<file path="src/rtl/meas_pkg.sv">
// meas_pkg: shared FSM states and result limits for the measurement divider scheduler
package meas_pkg;
  typedef enum logic [2:0] {IDLE, D_SUM, D_SUM_W, D_DUTY, D_DUTY_W, F_ISS, F_WAIT} state_e;
  localparam int CLK_HZ_DEF = 100_000_000;
  localparam int DUTY_MAX = 100;
  localparam int FREQ_MAX = (1 << 28) - 1;
endpackage

</file>
<file path="src/rtl/meas_req_slot.sv">
// meas_req_slot: single-entry request holder; a fresh capture always replaces the payload
module meas_req_slot #(
  parameter int W = 32
) (
  input  logic         clk_100M,
  input  logic         rst,
  input  logic         cap,
  input  logic [W-1:0] cap_data,
  input  logic         consume,
  output logic         pend,
  output logic [W-1:0] data
);
  logic         pend_q, pend_d;
  logic [W-1:0] data_q, data_d;
  always_comb begin
    pend_d = cap | (pend_q & ~consume);
    data_d = cap ? cap_data : data_q;
  end
  always_ff @(posedge clk_100M) begin
    if (rst) begin
      pend_q <= 1'b0;
      data_q <= '0;
    end else begin
      pend_q <= pend_d;
      data_q <= data_d;
    end
  end
  assign pend = pend_q;
  assign data = data_q;
endmodule

</file>
<file path="src/rtl/meas_div_sched.sv">
// meas_div_sched: shares one sequential divider between reciprocal-frequency and duty requests.
// Optional MEAS_TIMEOUT_EN adds a wait-state watchdog driving the sticky div_err flag.
module meas_div_sched
  import meas_pkg::*;
#(
  parameter int CLK_HZ      = CLK_HZ_DEF,
  parameter int DIV_W       = 32,
  parameter int TIMEOUT_CYC = 64
) (
  input  logic             clk_100M,
  input  logic             rst,
  input  logic [DIV_W-1:0] period_cnt,
  input  logic             period_vld,
  input  logic [DIV_W-1:0] gate_pos,
  input  logic [DIV_W-1:0] gate_sum,
  input  logic             gate_vld,
  output logic             div_start,
  output logic [DIV_W-1:0] div_a,
  output logic [DIV_W-1:0] div_b,
  input  logic             div_done,
  input  logic [DIV_W-1:0] div_q,
  output logic [27:0]      freq_low,
  output logic [6:0]       duty,
  output logic             freq_upd,
  output logic             duty_upd,
  output logic             div_err
);
  logic               f_pend, f_cons, d_pend, d_cons, tmo_hit;
  logic [DIV_W-1:0]   f_data;
  logic [2*DIV_W-1:0] d_data;
  state_e             st_q, st_d;
  logic [DIV_W-1:0]   pos_q, pos_d, arg_q, arg_d, div_a_q, div_a_d, div_b_q, div_b_d;
  logic               div_start_q, div_start_d, freq_upd_q, freq_upd_d, duty_upd_q, duty_upd_d;
  logic [27:0]        freq_q, freq_d;
  logic [6:0]         duty_q, duty_d;
  meas_req_slot #(.W(DIV_W)) u_f_slot (
    .clk_100M(clk_100M), .rst(rst), .cap(period_vld), .cap_data(period_cnt),
    .consume(f_cons), .pend(f_pend), .data(f_data)
  );
  meas_req_slot #(.W(2*DIV_W)) u_d_slot (
    .clk_100M(clk_100M), .rst(rst), .cap(gate_vld), .cap_data({gate_pos, gate_sum}),
    .consume(d_cons), .pend(d_pend), .data(d_data)
  );
  // arg_q carries sum, then sum/100, for duty; the period for frequency
  always_comb begin
    st_d        = st_q;
    pos_d       = pos_q;
    arg_d       = arg_q;
    div_a_d     = div_a_q;
    div_b_d     = div_b_q;
    div_start_d = 1'b0;
    freq_d      = freq_q;
    duty_d      = duty_q;
    freq_upd_d  = 1'b0;
    duty_upd_d  = 1'b0;
    f_cons      = 1'b0;
    d_cons      = 1'b0;
    case (st_q)
      IDLE: begin
        if (d_pend) begin
          d_cons = 1'b1;
          if (d_data[DIV_W-1:0] < DIV_W'(DUTY_MAX)) begin
            duty_d     = '0;
            duty_upd_d = 1'b1;
          end else begin
            pos_d = d_data[2*DIV_W-1:DIV_W];
            arg_d = d_data[DIV_W-1:0];
            st_d  = D_SUM;
          end
        end else if (f_pend) begin
          f_cons = 1'b1;
          if (f_data == '0) begin
            freq_d     = '0;
            freq_upd_d = 1'b1;
          end else begin
            arg_d = f_data;
            st_d  = F_ISS;
          end
        end
      end
      D_SUM: begin
        div_start_d = 1'b1;
        div_a_d     = arg_q;
        div_b_d     = DIV_W'(DUTY_MAX);
        st_d        = D_SUM_W;
      end
      D_SUM_W: begin
        if (div_done) begin
          arg_d = div_q;
          st_d  = D_DUTY;
        end else if (tmo_hit) st_d = IDLE;
      end
      D_DUTY: begin
        div_start_d = 1'b1;
        div_a_d     = pos_q;
        div_b_d     = arg_q;
        st_d        = D_DUTY_W;
      end
      D_DUTY_W: begin
        if (div_done) begin
          duty_d     = (div_q > DIV_W'(DUTY_MAX)) ? 7'(DUTY_MAX) : div_q[6:0];
          duty_upd_d = 1'b1;
          st_d       = IDLE;
        end else if (tmo_hit) st_d = IDLE;
      end
      F_ISS: begin
        div_start_d = 1'b1;
        div_a_d     = DIV_W'(CLK_HZ);
        div_b_d     = arg_q;
        st_d        = F_WAIT;
      end
      F_WAIT: begin
        if (div_done) begin
          freq_d     = (div_q > DIV_W'(FREQ_MAX)) ? 28'(FREQ_MAX) : div_q[27:0];
          freq_upd_d = 1'b1;
          st_d       = IDLE;
        end else if (tmo_hit) st_d = IDLE;
      end
      default: st_d = IDLE;
    endcase
  end
  always_ff @(posedge clk_100M) begin
    if (rst) begin
      st_q        <= IDLE;
      pos_q       <= '0;
      arg_q       <= '0;
      div_a_q     <= '0;
      div_b_q     <= '0;
      div_start_q <= 1'b0;
      freq_q      <= '0;
      duty_q      <= '0;
      freq_upd_q  <= 1'b0;
      duty_upd_q  <= 1'b0;
    end else begin
      st_q        <= st_d;
      pos_q       <= pos_d;
      arg_q       <= arg_d;
      div_a_q     <= div_a_d;
      div_b_q     <= div_b_d;
      div_start_q <= div_start_d;
      freq_q      <= freq_d;
      duty_q      <= duty_d;
      freq_upd_q  <= freq_upd_d;
      duty_upd_q  <= duty_upd_d;
    end
  end
`ifdef MEAS_TIMEOUT_EN
  logic        in_wait, err_q, err_d;
  logic [15:0] tmo_q, tmo_d;
  assign in_wait = (st_q == D_SUM_W) | (st_q == D_DUTY_W) | (st_q == F_WAIT);
  assign tmo_hit = in_wait & ~div_done & (tmo_q == 16'(TIMEOUT_CYC - 1));
  always_comb begin
    tmo_d = in_wait ? tmo_q + 16'd1 : 16'd0;
    err_d = err_q | tmo_hit;
  end
  always_ff @(posedge clk_100M) begin
    if (rst) begin
      tmo_q <= '0;
      err_q <= 1'b0;
    end else begin
      tmo_q <= tmo_d;
      err_q <= err_d;
    end
  end
  assign div_err = err_q;
`else
  assign tmo_hit = 1'b0;
  assign div_err = 1'b0;
`endif
  assign div_start = div_start_q;
  assign div_a     = div_a_q;
  assign div_b     = div_b_q;
  assign freq_low  = freq_q;
  assign duty      = duty_q;
  assign freq_upd  = freq_upd_q;
  assign duty_upd  = duty_upd_q;
endmodule

</file>
<file path="config.mk">
export PLATFORM = sky130hd
export DESIGN_NAME = meas_div_sched
export DESIGN_NICKNAME = d
export VERILOG_FILES = /design/src/rtl/meas_pkg.sv /design/src/rtl/meas_req_slot.sv /design/src/rtl/meas_div_sched.sv
export SDC_FILE = /design/constraint.sdc
export NUM_CORES = 1
export LEC_CHECK = 0
export ABC_AREA = 1
export BUFFER_PORTS_ARGS = -buffer_cell sky130_fd_sc_hd__clkbuf_2
export CORE_ASPECT_RATIO = 0.5
export CORE_MARGIN = 2
export CORE_UTILIZATION = 50
export DETAILED_ROUTE_END_ITERATION = 8
export MAX_ROUTING_LAYER = met4
export PLACE_DENSITY_LB_ADDON = 0.12
export SYNTH_ARGS = -nofsm -noshare
export SYNTH_HDL_FRONTEND = slang
export SYNTH_HIERARCHICAL = 1
export SYNTH_SLANG_ARGS = --single-unit
</file>
<file path="constraint.sdc">
create_clock -name clk_100M -period 2 [get_ports clk_100M]
set_input_delay 0.3 -clock clk_100M [delete_from_list [all_inputs] [get_ports clk_100M]]
set_output_delay 0.3 -clock clk_100M [all_outputs]
set_load 0.005 [all_outputs]
</file>
==> results of run 1 <==
==> placed cells by master (no fill, tap or decap), types with 37 or more instances in the layout <==
cell type	count
inv_1	68
a21oi_1	123
clkbuf_2	233
nand4_1	37
nor2_1	369
nand2_1	242
dlygate4sd3_1	73
o21ai_0	190
dfxtp_1	267
nand3_1	44
==> report_power, final <==
part | internal [µW] | total (µW) | switching (µW)
Sequential | 6170 | 6830 | 658
Clock | 2730 | 4880 | 2150
Combinational | 1770 | 5030 | 3260
Total | 10700 | 16700 | 6060
==> logic make-up (layout without fill, tap and decap cells) <==
group | count (synthesis) | count (layout) | share of synthesized area
flops | 267 | 267 | 0.478
other cells | 1 | 1 | 0.000335
simple gates | 717 | 719 | 0.259
buf+inv | 191 | 473 | 0.0801
compound gates | 385 | 386 | 0.182
==> worst min path at each step <==
| stage | slack (ns) | to | cells after the start |
|---|---|---|---|
| CTS | 0.0002 | u_d_slot/data[17]$_SDFFE_PP0P_ | 3 |
| finish | 0.01 | u_d_slot/data[13]$_SDFFE_PP0P_ | 3 |
| floorplan | 0.36 | u_d_slot/pend$_SDFF_PP0_ | 1 |
| detailed placement | 0.45 | pos_q[1]$_SDFFE_PP0P_ | 2 |
| global route | 0.0006 | u_d_slot/data[57]$_SDFFE_PP0P_ | 3 |
| global placement | 0.45 | pos_q[15]$_SDFFE_PP0P_ | 2 |
==> registers in the layout, summed over array words and instances, names as in the netlist <==
register       cells
u_d_slot/pend      1
duty               7
u_d_slot/data     64
duty_upd           1
st_q               3
div_a             32
freq_low          28
u_f_slot/pend      1
div_b             32
arg_q             32
pos_q             32
div_start          1
freq_upd           1
u_f_slot/data     32
==> per-stage QoR <==
stage / cells / power [µW] / hold WS, ns
2_1_floorplan: 1561 / 9810 / 0.362
3_3_place_gp: 2022 / 11500 / 0.450
3_5_place_dp: 2022 / 11600 / 0.453
4_1_cts: 2140 / 16500 / 0.000242
5_1_grt: 2146 / 17600 / 0.000592
6_report: 2146 / 16700 / 0.0101
==> area by class of cell <==
type | count | area [µm²]
Sequential cell | 267 | 5350
Fill cell | 1988 | 7590
Timing Repair Buffer | 350 | 2360
Tap cell | 300 | 375
Clock inverter | 13 | 141
Inverter | 78 | 295
Multi-Input combinational cell | 1106 | 5030
Clock buffer | 32 | 692
==> worst max-delay path, delay by kind of cell (launching register included) <==
family	cells	cell delay [ns]
buffers and inverters	1	0.16
and+or+nand+nor	9	1.29
DFF	1	0.33
==> per-layer routing <==
layer  routed length, µm  vias up  GRT usage
met1               17600     5369      0.448
met2               16400      476      0.474
met3                2840       42     0.0404
met5                   0        -          -
li1                    -     5650          -
met4                 616        0     0.0591
==> what timing repair did <==
action | CTS | global route
hold buffers | 73 | 0
setup endpoints to repair | 32 | 90
pin swaps | 0 | 4
buffers inserted | 0 | 2
gates cloned | 0 | 4
endpoints found under the hold margin | 73 | 0
gates resized for setup | 2 | 8
==> flow_metrics.tcl, run 1 <==
set metrics [dict create \
    ant_nets 0 \
    drc 0 \
    hp-start "gate_sum[13]" \
    arrival_ns 2.32 \
    numCtsBuffers 25 \
    antenna_found_initial 0 \
    rsz0062_at_grt "no" \
    layout-drive-gt1-share 0.193 \
    design.core.area_um2 21800 \
    postLayoutCellArea_um2 14200 \
    crit_type "register to register" \
    synth.ff_latch_count 267 \
    fmax_ghz 0.532 \
    crit_fanout 8 \
    grt_pass1_vias 10400 \
    layout.nets 1961 \
    endpoint_kind "register" \
    grt_usage 0.312 \
    setup_ws_ns 0.120 \
    cts_tree "yes" \
    crit_path_max_incr_delay_ns 0.33 \
    wl_um 37500 \
    initial_core_util 0.512 \
    syn_to_final_growth_pct 27.3 \
    root_buffer "clkbuf_16" \
    netlist.area_leader.share 0.478 \
    diodes 0 \
    hold_viol_final 0 \
    vias 11500 \
    gp_congestion 0.900 \
    drt_iter0_drc 1063 \
    fp.dieW_um 216 \
    post-place-ws_ns -0.181 \
    final_util 0.652 \
    yosys-top-cells-count "nor2_1, dfxtp_1, nand2_1, o21ai_0, a21oi_1" \
    synth_area_leaders "dfxtp_1, nor2_1, o21ai_0" \
    synth.most_common_cell "nor2_1" \
    timing.max_cap.violations 0 \
    cp-startpoint "u_d_slot/data[27]$_SDFFE_PP0P_" \
    first_pass_iters 5 \
    synth_area_um2 11200 \
    grt-ovfl-total 0 \
    power.leakage_uw 0.00623 \
    cts_buffer_depth 3 \
    cp_slowest_cell "dfxtp_1" \
    tightest_slew_ns 1.02 \
    final-max-slew-violation-count 0 \
    timing.rr.start "u_d_slot/data[27]$_SDFFE_PP0P_" \
    ys.warnings.count 6 \
    async_flop_share 0 \
    insertion_delay_ns 0.54 \
    required_ns 2.44 \
    vdd_drop_max_mv 0.594 \
    syn_nets 1694 \
    timing.slew.headroom 0.319 \
    vias_per_cell 5.38 \
    setup_viol 0 \
    h-tree-depth 1 \
    synth.largest_area_cell "dfxtp_1" \
    powerDensity_nw_per_um2 1180 \
    worstPathCellList "or2_0 > nor2_2 > nand3_1 > nor2_4 > buf_4 > nand2_1 > nand2_4 > nor2_2 > nor2_1 > nor2_1" \
    fin_setup_tns_ns 0 \
    cts.sinks 267 \
    grt_pass1_wl_um 56300 \
    critical_path.endpoint "arg_q[27]$_SDFFE_PP0P_" \
    syn_avg_cell_area_um2 7.16 \
    rows 38 \
    min_path_type "input port to register" \
    io_pins 236 \
    r2r_cells 10 \
    skew_ns 0.00973 \
    place_hpwl_um 25300 \
    status "finished clean" \
    ff2ff_setup_slack_ns 0.12 \
    worst_setup_path_start_kind "register" \
    wl_per_cell_um 17.5 \
    clkTransAtPathRegs_ns 0.07 \
    synth_seq_area_share 0.478 \
    netlist_instances 1561 \
    die_h_um 110 \
    yosysUniqueCellTypes 32 \
    synth_edf_count 0 \
    r2r_end "arg_q[27]$_SDFFE_PP0P_" \
    place_area_um2 12600 \
    period_minus_slack_ns 1.88 \
    grt_max_degree 57 \
    yosys_most_used_dff "dfxtp_1" \
    fp.dieArea_um2 23700 \
    min_period_over_period 0.940 \
    io_buffers 234 \
]
Power figures use the tool's default switching activity.
==> run 2: changes to the inputs <==
--- a/config.mk
+++ b/config.mk
@@ -5,7 +5,6 @@
 export SDC_FILE = /design/constraint.sdc
 export NUM_CORES = 1
 export LEC_CHECK = 0
-export ABC_AREA = 1
 export BUFFER_PORTS_ARGS = -buffer_cell sky130_fd_sc_hd__clkbuf_2
 export CORE_ASPECT_RATIO = 0.5
 export CORE_MARGIN = 2
==> flow_metrics.tcl, run 2 <==
set metrics [dict create \
    hold_viol_final 1 \
    min_path_type "input port to register" \
    fp.dieArea_um2 23800 \
    syn_nets 1340 \
    wl_um 33700 \
    whs_ns -0.00423 \
    timing.rr.start "u_f_slot/data[13]$_SDFFE_PP0P_" \
    setup_viol 0 \
    root_buffer "clkbuf_16" \
    gp_congestion 0.941 \
    yosys-top-cells-count "dfxtp_1, mux2i_1, nor2_1, o21ai_0, nand2_1" \
    place_hpwl_um 23600 \
    crit_path_max_incr_delay_ns 0.35 \
    layout_commonest_cell "dfxtp_1" \
    worst_setup_path_start_kind "register" \
    cp-startpoint "u_f_slot/data[13]$_SDFFE_PP0P_" \
    timing.max_cap.violations 0 \
    vias_per_cell 5.62 \
    synth.ff_latch_count 267 \
    critical_path.endpoint "freq_low[27]$_SDFFE_PP0P_" \
    grt_usage 0.283 \
    first_pass_iters 5 \
    ff2ff_setup_slack_ns 0.07 \
    drt_iter0_drc 988 \
    violations "hold timing" \
    vias 9944 \
    required_ns 2.46 \
    r2r_end "freq_low[27]$_SDFFE_PP0P_" \
    rsz0062_at_grt "yes" \
    async_flop_share 0 \
    r2r_cells 8 \
    largest_reg_flops 64 \
    powerDensity_nw_per_um2 1190 \
    insertion_delay_ns 0.54 \
    yosysUniqueCellTypes 48 \
    critPathMostFrequentCell "buf_4" \
    cp_top_family "simple AND/OR/NAND/NOR gates" \
    post_cts_buffers 0 \
    crit_fanout 15 \
    io_buffers 234 \
    arrival_ns 2.39 \
    io_pins 236 \
    numCtsBuffers 25 \
    place_area_um2 12800 \
    netlist_instances 1207 \
    hp-start "gate_sum[4]" \
    power.leakage_uw 0.00628 \
    ant_nets 0 \
    h-tree-depth 1 \
    synth_edf_count 0 \
    power.total_uw 17000 \
    synth_area_leaders "dfxtp_1, mux2i_1, nor2_1" \
    grt_max_degree 131 \
    path_depth 8 \
    layout-drive-gt1-share 0.245 \
    synth_seq_area_share 0.475 \
    rows 38 \
    grt_pass1_wl_um 51100 \
    postLayoutCellArea_um2 14200 \
    grt_pass1_vias 9065 \
    timing.slew.headroom 0.539 \
    fp.dieW_um 216 \
    synth.largest_area_cell "dfxtp_1" \
    netlist.area_leader.share 0.475 \
    design.core.area_um2 21900 \
    cp_slowest_cell "dfxtp_1" \
    synth.most_common_cell "dfxtp_1" \
    syn_to_final_growth_pct 26.5 \
    wl_per_cell_um 19.1 \
    fin_setup_tns_ns 0 \
    cts.sinks 267 \
    tightest_slew_ns 0.682 \
    synth_area_um2 11200 \
    final-max-slew-violation-count 0 \
    worstPathCellList "nor4_2 > nand4_1 > buf_4 > nor3_2 > buf_4 > o22ai_4 > buf_12 > mux2i_1" \
    vdd_drop_max_mv 0.841 \
    period_minus_slack_ns 1.93 \
    endpoint_kind "register" \
    drc 0 \
    grt-ovfl-total 0 \
    cts_buffer_depth 3 \
    final_cell_mix "dfxtp_1, clkbuf_2, mux2i_1, nor2_1, o21ai_0" \
    status "finished, violations left" \
    crit_type "register to register" \
    yosys_most_used_dff "dfxtp_1" \
    fmax_ghz 0.519 \
    crit_buf_inv 3 \
    cts_tree "yes" \
    min_period_over_period 0.963 \
    antenna_found_initial 1 \
    clkTransAtPathRegs_ns 0.07 \
    layout.nets 1582 \
    die_h_um 110 \
    ys.warnings.count 6 \
    initial_core_util 0.514 \
    syn_avg_cell_area_um2 9.32 \
    skew_ns 0.0181 \
]
[run 2: stage by stage]
step           cells   util  setup slack (ns)
4_1_cts         1768  0.649            0.0496
5_1_grt         1769  0.650          -0.00368
3_3_place_gp    1678  0.583           -0.0664
3_5_place_dp    1678  0.583            -0.132
2_1_floorplan   1207      -             0.142
6_report        1769  0.650            0.0734
[run 2: kinds of logic (layout without fill, tap and decap cells)]
logic type / count (synthesis) / after routing / synth area share
compound gates: 279 / 279 / 0.148
buf+inv: 116 / 377 / 0.0565
mux: 205 / 205 / 0.184
xor+xnor: 1 / 1 / 0.000779
flops: 267 / 267 / 0.475
other cells: 1 / 2 / 0.000333
simple gates: 338 / 338 / 0.135
[run 2: report_power, final]
part	switching [µW]	leakage (µW)	internal, µW
combinational	2640	0.00362	1980
clock	2190	0.000483	3520
sequential	606	0.00218	6030
total	5430	0.00628	11500
[run 2: what timing repair did]
item | in CTS | in global routing
resized for setup | 2 | 5
setup endpoints to repair | 42 | 92
pin swaps | 0 | 1
endpoints found under the hold margin | 44 | 0
hold buffers | 44 | 0
[run 2: worst min path at each step]
stage               depth (start not counted)                        endpoint
floorplan                                   1            st_q[2]$_SDFFE_PP0P_
global placement                            2            duty[4]$_SDFFE_PP0P_
detailed placement                          2       freq_low[21]$_SDFFE_PP0P_
CTS                                         3  u_f_slot/data[18]$_SDFFE_PP0P_
global route                                3   u_f_slot/data[3]$_SDFFE_PP0P_
finish                                      3   u_d_slot/data[4]$_SDFFE_PP0P_
[run 2: routing by layer]
| layer | vias up | routed length, µm | track usage |
|---|---|---|---|
| li1 | 4792 | - | - |
| met2 | 373 | 13600 | 0.385 |
| met4 | 0 | 620 | 0.0543 |
| met5 | - | 0 | - |
| met3 | 52 | 2210 | 0.0554 |
| met1 | 4727 | 17200 | 0.430 |
[run 2: cell type report]
class                   count  area, µm²
fillers                  1822       7650
flip-flops and latches    267       5350
multi-input cells         824       5320
repair buffers            326       2160
clock buffers              27        643
well taps                 300        375
clock inverters            19        345
inverters                   5       20.0
diodes                      1       2.50
[run 2: worst reg2reg max path, stage by stage (launching register included)]
cell and delay [ns]:
dfxtp_1 0.35, nor4_2 0.32, nand4_1 0.20, buf_4 0.19
nor3_2 0.19, buf_4 0.16, o22ai_4 0.08, buf_12 0.18
mux2i_1 0.18
